--- config.mk ---
export PLATFORM = sky130hd
export DESIGN_NAME = bcd_seq_display
export DESIGN_NICKNAME = d
export VERILOG_FILES = /design/src/rtl/bcd_seq_display.sv
export SDC_FILE = /design/constraint.sdc
export NUM_CORES = 1
export LEC_CHECK = 0
export ABC_CLOCK_PERIOD_IN_PS = 2900
export BUFFER_PORTS_ARGS = -buffer_cell sky130_fd_sc_hd__buf_2
export CORE_UTILIZATION = 23
export CTS_CLUSTER_DIAMETER = 100
export DETAILED_ROUTE_END_ITERATION = 8
export GPL_ROUTABILITY_DRIVEN = 0
export SLEW_MARGIN = 10
export SYNTH_ARGS = -nofsm -noshare
export SYNTH_HDL_FRONTEND = slang
export SYNTH_SLANG_ARGS = --single-unit
export TNS_END_PERCENT = 100
--- constraint.sdc ---
create_clock -name clk -period 2.9 [get_ports clk]
set_clock_uncertainty 0.1 [all_clocks]
set_input_delay 0.58 -clock clk [delete_from_list [all_inputs] [get_ports clk]]
set_output_delay 0.58 -clock clk [all_outputs]
set_load 0.02 [all_outputs]
--- src/rtl/bcd_seq_display.sv ---
`default_nettype none
// ============================================================================
// Module   : bcd_seq_display
// Brief    : Prescaled up/down BCD counter with a multiplexed 7-segment scan.
// Revision : 1.0 - initial release
// ============================================================================
module bcd_seq_display #(
  parameter int N_DIGITS       = 4,
  parameter int TICK_DIV       = 20000000,
  parameter int SCAN_DIV       = 50000,
  parameter bit SEG_ACTIVE_LOW = 1'b1
) (
  input  logic                  clk,
  input  logic                  rst_n,
  input  logic                  en,
  input  logic                  up,
  input  logic                  load,
  input  logic [4*N_DIGITS-1:0] load_val,
  output logic [6:0]            seg,
  output logic [N_DIGITS-1:0]   dig_sel,
  output logic [4*N_DIGITS-1:0] count,
  output logic                  wrap
);

  localparam int c_PW = $clog2(TICK_DIV);
  localparam int c_SW = $clog2(SCAN_DIV);
  localparam int c_IW = (N_DIGITS > 1) ? $clog2(N_DIGITS) : 1;

  function automatic logic [6:0] seg_drive(input logic [3:0] d);
    logic [6:0] p;
    case (d)
      4'd0:    p = 7'b0111111;
      4'd1:    p = 7'b0000110;
      4'd2:    p = 7'b1011011;
      4'd3:    p = 7'b1001111;
      4'd4:    p = 7'b1100110;
      4'd5:    p = 7'b1101101;
      4'd6:    p = 7'b1111101;
      4'd7:    p = 7'b0000111;
      4'd8:    p = 7'b1111111;
      default: p = 7'b1101111;
    endcase
    return SEG_ACTIVE_LOW ? ~p : p;
  endfunction

  logic [c_PW-1:0]       r_presc;
  logic [c_SW-1:0]       r_scan;
  logic [c_IW-1:0]       r_idx;
  logic [4*N_DIGITS-1:0] r_count;
  logic [N_DIGITS-1:0]   r_dig;
  logic [6:0]            r_seg;
  logic                  r_wrap;

  logic                  w_tick_end;
  logic                  w_step;
  logic                  w_scan_end;
  logic                  w_carry;
  logic [3:0]            w_d;
  logic [4*N_DIGITS-1:0] w_load_clamped;
  logic [4*N_DIGITS-1:0] w_stepped;
  logic [4*N_DIGITS-1:0] w_count_nxt;
  logic [c_PW-1:0]       w_presc_nxt;
  logic [c_SW-1:0]       w_scan_nxt;
  logic [c_IW-1:0]       w_idx_nxt;
  logic [3:0]            w_digit;

  assign w_tick_end = (r_presc == c_PW'(TICK_DIV - 1));
  assign w_step     = en & ~load & w_tick_end;
  assign w_scan_end = (r_scan == c_SW'(SCAN_DIV - 1));

  generate
    for (genvar i = 0; i < N_DIGITS; i++) begin : g_clamp
      assign w_load_clamped[4*i +: 4] =
        (load_val[4*i +: 4] > 4'd9) ? 4'd9 : load_val[4*i +: 4];
    end
  endgenerate

  // Ripple carry/borrow from digit 0; a carry left over at the top is a rollover.
  always_comb begin
    w_stepped = r_count;
    w_carry   = 1'b1;
    w_d       = 4'd0;
    for (int i = 0; i < N_DIGITS; i++) begin
      w_d = r_count[4*i +: 4];
      if (w_carry) begin
        if (up) begin
          if (w_d == 4'd9) begin
            w_stepped[4*i +: 4] = 4'd0;
          end else begin
            w_stepped[4*i +: 4] = w_d + 4'd1;
            w_carry             = 1'b0;
          end
        end else begin
          if (w_d == 4'd0) begin
            w_stepped[4*i +: 4] = 4'd9;
          end else begin
            w_stepped[4*i +: 4] = w_d - 4'd1;
            w_carry             = 1'b0;
          end
        end
      end
    end
  end

  always_comb begin
    w_count_nxt = r_count;
    w_presc_nxt = r_presc;
    if (load) begin
      w_count_nxt = w_load_clamped;
      w_presc_nxt = '0;
    end else if (en) begin
      w_presc_nxt = w_tick_end ? '0 : r_presc + 1'b1;
      if (w_tick_end) w_count_nxt = w_stepped;
    end
  end

  always_comb begin
    w_scan_nxt = w_scan_end ? '0 : r_scan + 1'b1;
    w_idx_nxt  = r_idx;
    if (w_scan_end) begin
      w_idx_nxt = (r_idx == c_IW'(N_DIGITS - 1)) ? '0 : r_idx + 1'b1;
    end
  end

  // Decode from next-state values so seg and dig_sel always agree after an edge.
  assign w_digit = w_count_nxt[{w_idx_nxt, 2'b00} +: 4];

  always_ff @(posedge clk or negedge rst_n) begin
    if (!rst_n) begin
      r_presc <= '0;
      r_scan  <= '0;
      r_idx   <= '0;
      r_count <= '0;
      r_dig   <= N_DIGITS'(1);
      r_seg   <= seg_drive(4'd0);
      r_wrap  <= 1'b0;
    end else begin
      r_presc <= w_presc_nxt;
      r_scan  <= w_scan_nxt;
      r_idx   <= w_idx_nxt;
      r_count <= w_count_nxt;
      r_dig   <= N_DIGITS'(1) << w_idx_nxt;
      r_seg   <= seg_drive(w_digit);
      r_wrap  <= w_step & w_carry;
    end
  end

  assign seg     = r_seg;
  assign dig_sel = r_dig;
  assign count   = r_count;
  assign wrap    = r_wrap;

endmodule
`default_nettype wire

# Word level (Yosys, flattened, before mapping)
# Memory sizes are Yosys's and may differ from the RTL's.
# Cells that the tools add are included.
classes:
  n_addsub: 11
  order_cmp: 4
  eq_ne: 7
  shifts: 2
  muxes: 43
  bitwise_logic: 5
  n_reduce_logical: 5
ops:
  columns: ["cell", "count"]
  rows:
  - ["$mux 4", 19]
  - ["$mux 25", 3]
  - ["$mux 16", 4]
  - ["$add 25x1->25 const B", 1]
  - ["$eq 25x25->1 const B", 1]
  - ["$add 16x1->16 const B", 1]
  - ["$add 4x1->4 const B", 4]
  - ["$eq 16x16->1 const B", 1]
  - ["$eq 4x4->1 const B", 4]
  - ["$gt 4x4->1 const B", 4]
  - ["$logic_not 4->1", 4]
  - ["$shiftx 16x5->4", 1]
  - ["$sub 4x1->4 const B", 4]
  - ["$mux 1", 15]
  - ["$not 7->7", 1]
  - ["$mux 2", 2]
  - ["$shl 1x2->4 const A", 1]
  - ["$and 1x1->1", 3]
  - ["$add 2x1->2 const B", 1]
  - ["$eq 2x2->1 const B", 1]
  - ["$reduce_bool 2->1", 1]
  - ["$not 1->1", 1]
totals:
  ff_bits: 71
  mem_bits_ro: 112
  input_bits: 21
  elab_cells: 85
  memories: 1
memory_table:
  columns: ["memory", "words", "word_bits", "rd", "rd_ports_with_merged_regs", "write_ports", "line", "rtl"]
  rows:
  - ["(name not given)", 16, 7, 1, 0, 0, "31", "case (d)"]

# Logic depth before layout (Yosys ltp)
# Gate-level depths: netlist (run 1).
# An unclocked memory read counts as a cell.
logic_depth:
  ltp_word: 12
  mapped_depth: 14

# Worst setup path after synthesis (run 1)
# OpenSTA, ideal clock, no wires.
synth_path:
  path_type: "in2reg"
  start: "input port up"
  end: "register r_seg[3] (netlist: seg[3])"
  arrival_time_ps: 2943
  path_slack_ps: -279
  path_stages: 12
  cell_sequence: "buf_2 -> clkbuf_1 -> clkbuf_1 -> clkbuf_1 -> a311oi_1 -> a311oi_1 -> nand3_1 -> a311oi_1 -> a21oi_1 -> ha_1 -> nand2_1 -> nor3b_1"
synth_via:
  elab_chain_len: 10
synth_lines:
  columns: ["item", "line", "rtl"]
  rows:
  - ["start, declared", "16", "input logic up,"]
  - ["$mux 1", "86", "if (up) begin"]
  - ["$mux 1 (2 in series)", "85", "if (w_carry) begin"]
  - ["$mux 4", "85", null]
  - ["$mux 16 (*)", "113", "if (w_tick_end) w_count_nxt = w_stepped;"]
  - ["$mux 16 (*)", "111", "end else if (en) begin"]
  - ["$mux 16 (*)", "108", "if (load) begin"]
  - ["$shiftx 16x5->4 (*)", "126", "assign w_digit = w_count_nxt[{w_idx_nxt, 2'b00} +: 4];"]
  - ["$mem_v2 16x7 (*)", null, null]
  - ["$not 7->7 (*)", "43", "return SEG_ACTIVE_LOW ? ~p : p;"]
  - ["end signal, assigned", "135", "r_seg <= seg_drive(4'd0);"]
  - ["end signal, assigned", "143", "r_seg <= seg_drive(w_digit);"]
  - ["end, declared", "51", "logic [6:0] r_seg;"]
# Mark *: on every way between the ends. The rest lies on a longest branch, timed or not.
# A chain may end at the register's enable or synchronous reset.

# Final worst setup path (run 1)
layout_path:
  start: "register r_presc[18]"
  end: "register r_seg[4] (netlist: seg[4])"
layout_via:
  elab_chain_len: 7
layout_lines:
  columns: ["item", "line", "rtl"]
  rows:
  - ["start, declared", "46", "logic [c_PW-1:0] r_presc;"]
  - ["start signal, assigned", "138", "r_presc <= w_presc_nxt;"]
  - ["$eq 25x25->1", "67", "assign w_tick_end = (r_presc == c_PW'(TICK_DIV - 1));"]
  - ["$mux 16", "113", null]
  - ["$mux 16", "111", null]
  - ["$mux 16", "108", null]
  - ["net w_count_nxt[4]", "61", "logic [4*N_DIGITS-1:0] w_count_nxt;"]
  - ["$shiftx 16x5->4", "126", null]
  - ["$mem_v2 16x7", null, null]
  - ["$not 7->7", "43", null]
# The timed path passes the listed nets, and every way through them passes these cells.

==> flow_summary.yaml, run 1 <==
placement:
  dpl.hpwl_mm: 9.04
  place_worst_setup_slack_ns: -0.327
  portBuffers: 48
  dpl_cell_area_mm2: 0.00558
job:
  max-cap-violations: 0
floorplan:
  die_y_um: 140
  core.rowCount: 50
  fp.dieW_um: 140
  dieArea_mm2: 0.0196
  initial_core_util_pct: 23.4
  core_mm2: 0.0186
  num_io_pins: 49
sta:
  final-max-slew-violation-count: 0
  max_freq_mhz: 340
  rsz0062_at_grt: "true"
  relSlewSlack_pct: 66.6
  worst_pin_slew_ns: 0.495
  hold_viol_final: 0
  fin_crit_sh_pct: 101
  fin_crit_ns: 2.94
  setup_viol: 4
  postLayoutSetupSlackWorst_ns: -0.0392
  whs_ns: 0.0827
yosys:
  avgSynthCellArea_um2: 8.98
  netlist_area_mm2: 0.00437
  synth_nets: 516
  synth_seq_cells: 71
  synth-edff-count: 0
  async_flop_share_pct: 100
  synth_warnings: 0
  syn_inst: 487
  ys.flop_type: "dfrtp_1"
  yosys.cell_types.count: 69
  ys_seq_area_share_pct: 40.7
clock_network:
  htree_levels: 3
  cts_buffers: 9
  clock_latency_ns: 0.34
  clockBufferDepth: 2
  clockRootBuffer: "clkbuf_16"
  cts_tree: "yes"
  ctsHoldBuffers: 0
  cts_sinks: 71
  clk_pin_slew_worst_paths_ns: 0.06
setup_path:
  cpLargestDelayFamily: "simple AND/OR/NAND/NOR gates"
  path_cells: "nand4b_1, or3_4, buf_4, or4_1, a31oi_2, a21oi_1, a32o_2, ha_2, mux2_4, mux2i_1"
  r2r_cells: 10
  cp_slowest_cell: "or3_4"
  cp_num_buf_inv: 1
  reg2reg_slack_ns: -0.04
  reg2reg_to: "seg[4]$_DFF_PN0_"
  critPathArrivalTime_ns: 3.10
  cp-end-kind: "flop"
  crit_path_max_fanout: 4
  start_kind: "flop"
  required_ns: 3.06
  cp_slowest_stage_delay_ns: 0.48
  path_class: "reg -> reg"
  r2r_start: "r_presc[18]$_DFFE_PN0P_"
outcome:
  outcome: "finished, violations left"
  violations: "negative setup slack"
finish:
  finish.utilization_pct: 32.6
  syn_to_final_growth_pct: 38.8
  layout_common_cells: "buf_4 (101), dfrtp_1 (69), nor2_1 (66), buf_2 (47), nand2_1 (31)"
  nets: 656
  diodes: 0
  layout.cells.most_common: "buf_4"
  final_cell_area_mm2: 0.00607
  final_layout_size_suffix_gt1_share_pct: 34.5
global_routing:
  grt_max_degree: 43
  grt_pass1_wl_mm: 19.8
  grt_overflow: 0
  antenna_found_initial: 0
  grt_pass1_vias: 3889
  globalRouteTotalUtil_pct: 12.9
power_and_ir_drop:
  ir_drop_mv: 0.268
  power_uw: 2580
  powerDensity_mw_per_mm2: 425
  cellLeakagePower_uw: 0.00278
drt:
  drt_first_pass_iters: 4
  avgRoutedWirePerCell_um: 14.0
  drc: 0
  via_per_inst: 4.71
  antenna_left: 0
  drt-initial-drc-count: 260
  via_count: 4083
  routed_wl_mm: 12.1
hold_path:
  min_path_type: "in -> async"
[worst reg2reg max path, stage by stage, from the launching register on]
cell      delay [ns]
dfrtp_1         0.37
nand4b_1        0.24
or3_4           0.48
buf_4           0.16
or4_1           0.41
a31oi_2         0.21
a21oi_1         0.08
a32o_2          0.26
ha_2            0.20
mux2_4          0.25
mux2i_1         0.11
[layer usage]
layer	track usage [%]	part of all wire (%)
met5	0	0
met4	5.96	1.4
met3	2.24	2.7
met2	19.6	46
met1	17.7	50
[sequential cells by signal, indices dropped and copies added (netlist names)]
signal	count
r_presc	25
seg	7
count	16
dig_sel	4
r_scan	16
r_idx	2
wrap	1
[power by group]
part	switching (uW)	leakage (uW)	total (uW)	internal, uW
clock	422	0.000137	1090	664
combinational	248	0.00171	431	183
sequential	37.5	0.000926	1060	1020
[worst max-delay path by stage]
stage                                       start                to  depth (start not counted)
after floorplan            r_presc[0]$_DFFE_PN0P_  seg[4]$_DFF_PN0_                         12
after global placement                         up  seg[5]$_DFF_PN0_                         14
after detailed placement                       up  seg[5]$_DFF_PN0_                         14
after CTS                  r_presc[0]$_DFFE_PN0P_  seg[4]$_DFF_PN0_                         10
after global routing      r_presc[15]$_DFFE_PN0P_  seg[4]$_DFF_PN0_                         12
final                     r_presc[18]$_DFFE_PN0P_  seg[4]$_DFF_PN0_                         10
[synth_stat cells (all sizes together) (5+ instances only)]
| library cell | instances | area, um2 |
|---|---|---|
| dfrtp | 69 | 1730 |
| o211ai | 6 | 58.8 |
| and3 | 16 | 103 |
| nand2b | 5 | 31.3 |
| nor3 | 18 | 101 |
| a21oi | 29 | 145 |
| xnor2 | 15 | 131 |
| clkbuf | 17 | 63.8 |
| a31oi | 6 | 37.5 |
| nand3 | 16 | 92.6 |
| or3 | 8 | 50.1 |
| nand2 | 32 | 120 |
| o21ai | 28 | 144 |
| nand4 | 10 | 68.8 |
| ha | 8 | 100 |
| mux2i | 10 | 108 |
| o31ai | 5 | 37.5 |
| nor2 | 66 | 248 |
| xor2 | 17 | 149 |
| a211o | 5 | 43.8 |
| buf | 6 | 33.8 |
| inv | 17 | 63.8 |
[repair_timing]
| action | in CTS | in global routing |
|---|---|---|
| cloned | 0 | 0 |
| buffers inserted | 5 | 4 |
| pin swaps | 19 | 6 |
| gates resized for setup | 18 | 15 |
| setup endpoints to repair | 7 | 7 |
[through the flow]
| stage | setup TNS [ns] | instances |
|---|---|---|
| global route | -0.941 | 866 |
| CTS | -0.103 | 862 |
| detailed placement | -1.88 | 841 |
| global placement | -1.59 | 841 |
| floorplan | -0.0644 | 487 |
| finish | -0.114 | 866 |
[cell families after synthesis]
kind of cell | Yosys count | synth area share, %
and+or+nand+nor | 211 | 26.8
adders and majority gates | 8 | 2.29
DFF | 71 | 40.7
buffers and inverters | 41 | 3.78
xor gates and xnor gates | 32 | 6.41
AOI/OAI and AO/OA | 113 | 17.3
muxes | 11 | 2.72
[cell type report]
type	count	area, um2
inverter	18	67.6
fill	1934	12600
multi-input combinational	375	2590
clock buffer	12	236
sequential	71	1780
tap	234	293
clock inverter	4	47.5
timing repair buffer	152	1060
(Power assumes the default switching activity.)
==> run 2: changes to the inputs <==
REMOVE_ABC_BUFFERS = 1   (was default)
==> flow_summary.yaml, run 2 (same netlist as run 1, synthesis figures left out) <==
floorplan:
  core.rowCount: 50
  fp.dieW_um: 140
  initial_core_util_pct: 23.4
  num_io_pins: 49
  core_mm2: 0.0186
  dieArea_mm2: 0.0196
  die_y_um: 140
outcome:
  outcome: "finished, violations left"
  violations: "negative setup slack"
finish:
  largest_register: "r_presc"
  diodes: 0
  final_cells: 863
  layout_common_cells: "buf_4 (99), dfrtp_1 (69), nor2_1 (65), buf_2 (47), nand2_1 (31)"
  layout.cells.most_common: "buf_4"
  largest_reg_flops: 25
  n_fill_cell: 1913
  syn_to_final_growth_pct: 38.0
  nets: 654
  final_layout_size_suffix_gt1_share_pct: 34.5
clock_network:
  clockBufferDepth: 2
  clockRootBuffer: "clkbuf_16"
  cts_buffers: 9
  htree_levels: 3
  cts_tree: "yes"
  cts_sinks: 71
  clock_latency_ns: 0.35
  clk_pin_slew_worst_paths_ns: 0.06
power_and_ir_drop:
  cellLeakagePower_uw: 0.00276
  powerDensity_mw_per_mm2: 412
  ir_drop_mv: 0.254
job:
  max-cap-violations: 0
placement:
  place_worst_setup_slack_ns: -0.544
  dpl.hpwl_mm: 8.99
  dp.cells: 841
  portBuffers: 48
global_routing:
  grt_pass1_wl_mm: 20.0
  grt_overflow: 0
  grt_pass1_vias: 3917
  globalRouteTotalUtil_pct: 12.9
  antenna_found_initial: 0
  grt_max_degree: 72
sta:
  worst_pin_slew_ns: 0.930
  rsz0062_at_grt: "true"
  setup_viol: 5
  relSlewSlack_pct: 38.0
  whs_ns: 0.280
  hold_viol_final: 0
  fin_crit_ns: 2.97
  fin_crit_sh_pct: 102
  postLayoutSetupSlackWorst_ns: -0.0686
  final-max-slew-violation-count: 0
  max_freq_mhz: 337
drt:
  wl_met2_mm: 5.63
  wl_met3_um: 642
  avgRoutedWirePerCell_um: 14.1
  top_layer: "met4"
  drc: 0
  wl_met1_mm: 5.70
  drt-initial-drc-count: 189
  drt_first_pass_iters: 4
  routed_wl_mm: 12.2
  via_count: 4114
  antenna_left: 0
  via_per_inst: 4.77
setup_path:
  cp-end-kind: "flop"
  critPathArrivalTime_ns: 3.13
  crit_path_max_fanout: 4
  required_ns: 3.06
  path_class: "reg -> reg"
  start_kind: "flop"
hold_path:
  min_path_type: "in -> async"
## run 2: power breakdown
group	total, uW	switching (uW)	internal [uW]
logic	434	255	179
clock network	994	423	571
registers	1060	33.2	1020
## run 2: worst max-delay path: stages (launching register included)
cell and delay, ns:
dfrtp_1 0.41, nor3_2 0.22, o211ai_1 0.18, buf_4 0.21, buf_4 0.13, or4_4 0.52, a31oi_4 0.19, a21oi_2 0.08
a32o_2 0.28, ha_2 0.20, mux2_2 0.26, mux2i_1 0.13
## run 2: timing repair
item	in CTS	in global routing
resized for setup	15	27
setup buffers	3	4
endpoints found under the setup margin	7	7
pin swaps	9	6
hold buffers	0	0
## run 2: layer usage
| metal | up-vias | track usage (%) |
|---|---|---|
| met4 | 0 | 4.74 |
| met5 | - | 0 |
| met2 | 99 | 20.3 |
| met3 | 15 | 2.37 |
| li1 | 2046 | - |
| met1 | 1954 | 17.5 |
## run 2: layout make-up
class	instances	area [um2]	share of cell area (%)
Multi-Input combinational cell	375	2610	43.3
Timing Repair Buffer	150	1020	17.0
Sequential cell	71	1780	29.5
Inverter	18	67.6	1.12
Clock buffer	11	233	3.86
Tap cell	234	293	4.85
Clock inverter	4	23.8	0.394
## run 2: stage by stage
stage / total power (uW) / TNS (ns) / utilization, % / area (um2)
6_report: 2490 / -0.240 / 32.3 / 6030
4_1_cts: 2480 / -0.119 / 31.5 / 5870
5_1_grt: 2590 / -0.908 / 32.3 / 6030
2_1_floorplan: 1280 / -0.276 / - / 4270
3_5_place_dp: 1480 / -3.18 / 29.6 / 5520
3_3_place_gp: 1480 / -2.01 / 29.6 / 5520
## run 2: path summary, 6_finish.rpt
kind | startpoint | endpoint | slack [ns] | depth (start not counted)
worst max-delay path | count[3]$_DFF_PN0_ | seg[4]$_DFF_PN0_ | -0.07 | 11
worst min-delay path | rst_n | dig_sel[3]$_DFF_PN0_ | 0.28 | 1
worst max register to register | count[3]$_DFF_PN0_ | seg[4]$_DFF_PN0_ | -0.07 | 11
worst min register to register | r_scan[0]$_DFF_PN0_ | r_scan[0]$_DFF_PN0_ | 0.37 | 1
max in group asynchronous | rst_n | r_presc[10]$_DFFE_PN0P_ | 1.83 | 1
min in group clk | r_scan[0]$_DFF_PN0_ | r_scan[0]$_DFF_PN0_ | 0.37 | 1
==> run 3: changes to the inputs <==
SKIP_CTS_REPAIR_TIMING = 1   (was default)
==> flow_summary.yaml, run 3 (same netlist as run 1, synthesis figures left out) <==
setup_path:
  cpLargestDelayFamily: "simple AND/OR/NAND/NOR gates"
  crit_top_cell: "buf_4"
  cp-end-kind: "flop"
  path_class: "reg -> reg"
  start_kind: "flop"
  required_ns: 3.01
  crit_path_max_fanout: 6
  r2r_start: "r_presc[12]$_DFFE_PN0P_"
  worst-path-stages: 12
  path_cells: "nor4b_4, nand3_4, buf_4, nor3_1, a21oi_1, a211o_1, a31oi_2, a21oi_2, buf_4, ha_4, nand2_4, nor3b_1"
  crit_start: "r_presc[12]$_DFFE_PN0P_"
  cp_num_buf_inv: 2
  cp_slowest_stage_delay_ns: 0.41
  cp_slowest_cell: "dfrtp_1"
  r2r_cells: 12
  critPathArrivalTime_ns: 3.17
sta:
  max_freq_mhz: 326
  hold_viol_final: 0
  setup_viol: 6
  rsz0062_at_grt: "true"
  fin_crit_ns: 3.07
  postLayoutSetupSlackWorst_ns: -0.166
  worst_pin_slew_ns: 0.935
  fin_crit_sh_pct: 106
  final-max-slew-violation-count: 0
  relSlewSlack_pct: 37.7
drt:
  antenna_left: 0
  drc: 0
  avgRoutedWirePerCell_um: 14.1
  drt-initial-drc-count: 142
  drt_first_pass_iters: 4
  via_count: 4082
  routed_wl_mm: 12.1
  via_per_inst: 4.75
global_routing:
  grt_pass1_vias: 3887
  grt_overflow: 0
  grt_pass1_wl_mm: 19.8
  globalRouteTotalUtil_pct: 12.7
  antenna_found_initial: 0
  grt_max_degree: 72
placement:
  dpl.hpwl_mm: 8.99
  place_worst_setup_slack_ns: -0.544
  portBuffers: 48
floorplan:
  fp.dieW_um: 140
  die_y_um: 140
  core_mm2: 0.0186
  dieArea_mm2: 0.0196
  core.rowCount: 50
  num_io_pins: 49
  initial_core_util_pct: 23.4
clock_network:
  clock_latency_ns: 0.34
  cts_sinks: 71
  cts_buffers: 9
  clk_pin_slew_worst_paths_ns: 0.06
  clockRootBuffer: "clkbuf_16"
  cts_tree: "yes"
  htree_levels: 3
  clockBufferDepth: 2
power_and_ir_drop:
  powerDensity_mw_per_mm2: 415
  cellLeakagePower_uw: 0.00272
  ir_drop_mv: 0.253
outcome:
  outcome: "finished, violations left"
  violations: "negative setup slack"
finish:
  largest_register: "r_presc"
  finish.utilization_pct: 32.0
  largest_reg_flops: 25
  n_fill_cell: 1921
  layout_common_cells: "buf_4 (97), dfrtp_1 (69), nor2_1 (64), buf_2 (47), nand2_1 (31)"
  nets: 650
  layout.cells.most_common: "buf_4"
  final_layout_size_suffix_gt1_share_pct: 33.3
  syn_to_final_growth_pct: 36.6
  diodes: 0
job:
  max-cap-violations: 0
hold_path:
  min_path_type: "in -> async"
-- run 3: changes by cell type in the layout (fill, tap and decap cells not counted), sizes merged --
cell,change
buf,-4
-- run 3: path summary, 6_finish.rpt --
path / to / slack (ns)
min: dig_sel[3]$_DFF_PN0_ / 0.28
min in group clk: r_scan[0]$_DFF_PN0_ / 0.37
min reg2reg: r_scan[0]$_DFF_PN0_ / 0.37
max in group asynchronous: r_presc[10]$_DFFE_PN0P_ / 1.82
max: seg[3]$_DFF_PN0_ / -0.17
max reg2reg: seg[3]$_DFF_PN0_ / -0.17
-- run 3: per-stage QoR --
stage / cells / TNS, ns / total power (uW) / area, um2 / hold slack [ns]
final: 859 / -0.587 / 2480 / 5970 / 0.283
after global routing: 859 / -1.56 / 2590 / 5970 / 0.363
after CTS: 856 / -0.970 / 2470 / 5780 / 0.324
after detailed placement: 841 / -3.18 / 1480 / 5520 / 0.357
after global placement: 841 / -2.01 / 1480 / 5520 / 0.341
after floorplan: 464 / -0.276 / 1280 / 4270 / 0.184
-- run 3: final cells by class --
type	count	area (um2)	area share [%]
inverters	18	67.6	1.13
clock buffers	11	233	3.90
repair buffers	146	986	16.5
multi-input cells	375	2590	43.4
clock inverters	4	23.8	0.398
well taps	234	293	4.90
flip-flops and latches	71	1780	29.8
-- run 3: where the power goes --
part	internal, uW	switching [uW]	total [uW]	leakage, uW
logic	176	254	430	0.00167
registers	1020	33.7	1060	0.000926
clock network	571	420	991	0.000129
-- run 3: layer usage --
metal	GRT usage, %	share of wire (%)	wire, um	up-vias
met5	0	0	0	-
met1	17.4	48	5800	1949
met3	2.37	4.6	563	16
li1	-	-	-	2036
met2	19.9	46	5560	81
met4	4.74	1.8	213	0
